==> config.mk <==
export PLATFORM = sky130hd
export DESIGN_NAME = scan_pattern_detector
export DESIGN_NICKNAME = d
export VERILOG_FILES = /design/src/rtl/scan_pattern_detector.sv
export SDC_FILE = /design/constraint.sdc
export NUM_CORES = 1
export LEC_CHECK = 0
export ABC_CLOCK_PERIOD_IN_PS = 2080
export BUFFER_PORTS_ARGS = -buffer_cell sky130_fd_sc_hd__buf_2
export CAP_MARGIN = 20
export CORE_AREA = 3 3 40 42
export DETAILED_ROUTE_END_ITERATION = 12
export DIE_AREA = 0 0 43 45
export PLACE_DENSITY = 0.71
export SYNTH_ARGS = -nofsm -noshare
export SYNTH_HDL_FRONTEND = slang
export SYNTH_SLANG_ARGS = --single-unit
export TNS_END_PERCENT = 50
==> constraint.sdc <==
create_clock -name clk -period 2.08 [get_ports clk]
set_input_delay 0.312 -clock clk [delete_from_list [all_inputs] [get_ports clk]]
set_output_delay 0.312 -clock clk [all_outputs]
set_load 0.02 [all_outputs]
==> src/rtl/scan_pattern_detector.sv <==
// Serial PATTERN detector that counts overlapping matches, with optional mux-D scan over NCHAIN balanced chains.
// Scan muxes exist only when SCAN_CHAIN_EN is defined. Without it, scan_mode and scan_in are ignored and scan_out is 0.
module scan_pattern_detector #(
    parameter int              PLEN    = 4,
    parameter logic [PLEN-1:0] PATTERN = 4'b1011,
    parameter int              CW      = 4,
    parameter int              NCHAIN  = 2
) (
    input  logic              clk,
    input  logic              reset,
    input  logic              a,
    input  logic              in_valid,
    input  logic              count_clr,
    output logic              match,
    output logic              match_q,
    output logic [CW-1:0]     count,
    input  logic              scan_mode,
    input  logic [NCHAIN-1:0] scan_in,
    output logic [NCHAIN-1:0] scan_out
);
    localparam int FW       = $clog2(PLEN);
    localparam int F        = PLEN - 1 + FW + 1 + CW;
    localparam int L        = (F + NCHAIN - 1) / NCHAIN;
    localparam int FILL_LSB = PLEN - 1;
    localparam int MQ_BIT   = PLEN - 1 + FW;
    localparam int CNT_LSB  = MQ_BIT + 1;
    localparam logic [FW-1:0] FILL_MAX = FW'(PLEN - 1);

    // All state lives in one vector laid out in scan order, so V[0] = hist[0].
    logic [F-1:0]    v_q;
    logic [F-1:0]    v_d;
    logic [F-1:0]    func_v;
    logic [PLEN-2:0] hist_q;
    logic [PLEN-2:0] hist_d;
    logic [FW-1:0]   fill_q;
    logic [FW-1:0]   fill_d;
    logic            mq_q;
    logic            mq_d;
    logic [CW-1:0]   count_q;
    logic [CW-1:0]   count_d;
    logic [PLEN-1:0] window;
    logic            scan_active;
    logic            match_c;

    assign hist_q  = v_q[PLEN-2:0];
    assign fill_q  = v_q[FILL_LSB +: FW];
    assign mq_q    = v_q[MQ_BIT];
    assign count_q = v_q[CNT_LSB +: CW];

    always_comb begin
        window  = {hist_q, a};
        match_c = ~scan_active & in_valid & (fill_q == FILL_MAX) & (window == PATTERN);
        hist_d  = hist_q;
        fill_d  = fill_q;
        if (in_valid) begin
            hist_d = window[PLEN-2:0];
            if (fill_q != FILL_MAX) begin
                fill_d = fill_q + FW'(1);
            end
        end
        mq_d    = match_c;
        count_d = count_q;
        // A clear that coincides with a match leaves that match counted.
        if (count_clr) begin
            count_d = match_c ? CW'(1) : '0;
        end else if (match_c && (count_q != '1)) begin
            count_d = count_q + CW'(1);
        end
        func_v = {count_d, mq_d, fill_d, hist_d};
    end

`ifdef SCAN_CHAIN_EN
    logic [F-1:0] shift_v;

    assign scan_active = scan_mode;

    genvar gi;
    generate
        for (gi = 0; gi < F; gi++) begin : g_shift
            if ((gi % L) == 0) begin : g_head
                assign shift_v[gi] = scan_in[gi / L];
            end else begin : g_body
                assign shift_v[gi] = v_q[gi - 1];
            end
        end
        // With many chains the trailing ones may own no flops. Their outputs are tied low.
        for (gi = 0; gi < NCHAIN; gi++) begin : g_out
            localparam int HEAD = gi * L;
            localparam int TAIL = (((gi + 1) * L) < F) ? ((gi + 1) * L - 1) : (F - 1);
            if (HEAD < F) begin : g_used
                assign scan_out[gi] = v_q[TAIL];
            end else begin : g_empty
                assign scan_out[gi] = 1'b0;
            end
        end
    endgenerate

    assign v_d = scan_mode ? shift_v : func_v;
`else
    logic unused_scan;

    assign unused_scan = ^{scan_mode, scan_in};
    assign scan_active = 1'b0;
    assign v_d         = func_v;
    assign scan_out    = '0;
`endif

    always_ff @(posedge clk) begin
        if (reset) begin
            v_q <= '0;
        end else begin
            v_q <= v_d;
        end
    end

    assign match   = match_c;
    assign match_q = mq_q;
    assign count   = count_q;

endmodule

==> results.json <==
{
  "grt_antenna_before_repair": 0,
  "n_fill_cell": 132,
  "finalPower_mw": 0.4076,
  "dp_cells": 73,
  "viasPerCell": 5.273,
  "finalNetCount": 73,
  "synth_ff_type": "dfxtp_1",
  "post_cts_resized": 0,
  "drc": 0,
  "powerDensity_mw_per_mm2": 722.4,
  "row_count": 13,
  "arrival_ns": 1.42,
  "fin_setup_tns_ns": 0,
  "synth_area_leader_cell": "dfxtp_1",
  "largest_reg_flops": 10,
  "fin_cells": 77,
  "cp-start-kind": "flip-flop",
  "hold_start": "reset",
  "grt_pass1_wl_mm": 1.573,
  "chipHeight_um": 45,
  "yosys-top-cells-area": "dfxtp_1 40%, buf_4 8.9%, mux2i_1 6.0%",
  "cts_hold_buf": 0,
  "yosysMostFrequentCell": "dfxtp_1",
  "track_usage_pct": 11.12,
  "maxSlewViolCount": 0,
  "crit_required_ns": 1.77,
  "multi_input_area_um2": 255.2,
  "syn2layout_area_growth_pct": 11.91,
  "synth.avg_cell_area_um2": 9.338,
  "die_w_um": 43,
  "crit_path_end_kind": "primary output",
  "h-tree-depth": 1,
  "peakVddDrop_mv": 0.4043,
  "die_area_mm2": 0.001935,
  "fin_crit_ns": 1.730,
  "p_int_mw": 0.3180,
  "synth_seq_cells": 10,
  "rsz0062_at_grt": "no",
  "ys_types": 27,
  "async_reset_ff_share_pct": 0,
  "antenna_left": 0,
  "synthesis.area_um2": 504.2,
  "wl_um": 914,
  "core-area_mm2": 0.001285,
  "whs_path_depth": 2,
  "max_freq_ghz": 0.5779,
  "post-route-period-util_pct": 83.20,
  "num_antenna_cells": 0,
  "grt_remaining_overflow": 0,
  "hold_path_end": "v_q[6]",
  "gp_congestion": 0.7069,
  "seqPwrFrac_pct": 49.5,
  "fin_ws_ns": 0.3495,
  "yosysWarningCount": 0,
  "synth_edf_count": 0,
  "drtIter0Drc": 11,
  "worstPathMaxFanout": 5,
  "clock_skew_ns": 0.002712,
  "p_sw_mw": 0.08967,
  "r2r_end": "v_q[6]",
  "switching_share_pct": 22.00,
  "drive_gt1_share_pct": 25.81,
  "cts_buffer_depth": 2,
  "maxCapViolations": 0,
  "placement.io_buffers": 10,
  "cts_buffers": 3,
  "max_flop_register": "v_q",
  "cts.sinks": 10,
  "rr_startpoint": "v_q[3]",
  "r2r_setup_slack_ns": 0.76,
  "grt_max_degree": 9,
  "clock_latency_ns": 0.27,
  "dr.pass1.iters": 4,
  "final-seq-area_um2": 200.2,
  "fin_util_pct": 43.91,
  "pre_cts_ws_ns": 0.6412,
  "first_global_vias": 369,
  "start_util_pct": 39.24,
  "hold_viol": 0,
  "postCtsSetupBuffers": 0,
  "reg2regPathDepth": 4,
  "setup_viol": 0,
  "p_leak_nw": 0.2528,
  "cts_tree": "done",
  "pwr-share-comb_pct": 7.7,
  "synth-seq-area-share_pct": 39.70,
  "wl_per_cell_um": 11.87,
  "clock-root-buffer": "clkbuf_4",
  "outcome": "complete, no violations",
  "vias": 406,
  "io_pins": 16,
  "path_class": "flip-flop to primary output",
  "clkPwrFrac_pct": 42.8,
  "synth_commonest_cells": "10 x dfxtp_1, 6 x buf_4, 5 x nor2_1",
  "top_regs": "v_q: 10 flops",
  "synth_top_area_share_pct": 39.70,
  "syn_inst": 54,
  "path_clk_slew_ns": 0.07,
  "worstHoldPathType": "input port to flip-flop"
}
-- stage by stage --
stage	area [um2]	hold slack, ns
global route	564.3	0.3070
CTS	564.3	0.3000
floorplan	508.0	0.4592
finish	564.3	0.3029
global placement	528.0	0.4812
detailed placement	528.0	0.4900
-- power groups by stage --
| stage | clock, mW | combinational [mW] | sequential (mW) |
|---|---|---|---|
| floorplan | 0 | 0.0255 | 0.205 |
| global placement | 0 | 0.0304 | 0.206 |
| detailed placement | 0 | 0.0317 | 0.206 |
| CTS | 0.183 | 0.0320 | 0.202 |
| global route | 0.196 | 0.0354 | 0.203 |
| finish | 0.174 | 0.0315 | 0.202 |
-- layout by cell type (no fill, tap or decap) --
cell type / synthesis / final
and3_1: 2 / 2
o31ai_1: 1 / 1
or2_2: 1 / 1
xnor2_1: 1 / 1
nand2_1: 1 / 1
buf_2: 0 / 10
dfxtp_1: 10 / 10
clkbuf_8: 0 / 1
conb_1: 1 / 2
mux2i_1: 3 / 3
nor3_1: 1 / 1
nand2b_1: 1 / 1
a211oi_1: 1 / 1
nor2_1: 5 / 5
and4b_1: 1 / 1
ha_1: 2 / 2
o311ai_1: 1 / 1
and2_2: 1 / 1
a31oi_1: 3 / 3
clkbuf_4: 0 / 3
o211ai_1: 1 / 1
a311oi_1: 1 / 1
nor4b_1: 1 / 1
inv_1: 1 / 1
and2b_1: 1 / 1
a21oi_1: 3 / 3
nor2b_1: 1 / 1
nand4b_1: 2 / 2
-- worst max-delay path by stage --
stage	cells past startpoint	from	slack, ns	endpoint
finish	4	v_q[3]	0.35	match
global route	4	v_q[3]	0.19	match
CTS	4	v_q[3]	0.34	match
detailed placement	4	v_q[3]	0.64	match
global placement	4	v_q[3]	0.66	match
floorplan	3	v_q[3]	0.75	match
-- final cells by class --
cell class / count / area share, %
Tap cell: 15 / 3.326
Inverter: 1 / 0.6652
Multi-Input combinational cell: 37 / 45.23
Clock buffer: 4 / 6.430
Timing Repair Buffer: 10 / 8.869
Sequential cell: 10 / 35.48
-- worst max-delay path, cell delays in order (launching register included) --
cell,delay [ns]
dfxtp_1,0.35
ha_1,0.19
nand4b_1,0.24
nor2_1,0.19
buf_2,0.19
-- cells by family (layout without fill, tap and decap cells) --
logic type	count (synthesis)	count (layout)	share of synthesized area, %
flip-flops	10	10	39.70
buffers and inverters	8	15	10.42
other	1	2	0.7437
multiplexers	3	3	5.956
AO/OA/AOI/OAI	11	11	14.64
XOR/XNOR	1	1	1.737
AND/OR/NAND/NOR	18	18	21.84
adder cells (fa/ha/maj)	2	2	4.962
-- per-layer routing --
metal / share of wire [%] / vias to the layer above / GRT usage, %
met1: 46 / 181 / 13.41
met3: 10 / 0 / 7.570
met2: 43 / 19 / 15.57
met4: 0 / 0 / 4.217
met5: 0 / - / 0
li1: - / 206 / -
No activity file was read; power rests on OpenSTA's default activity.
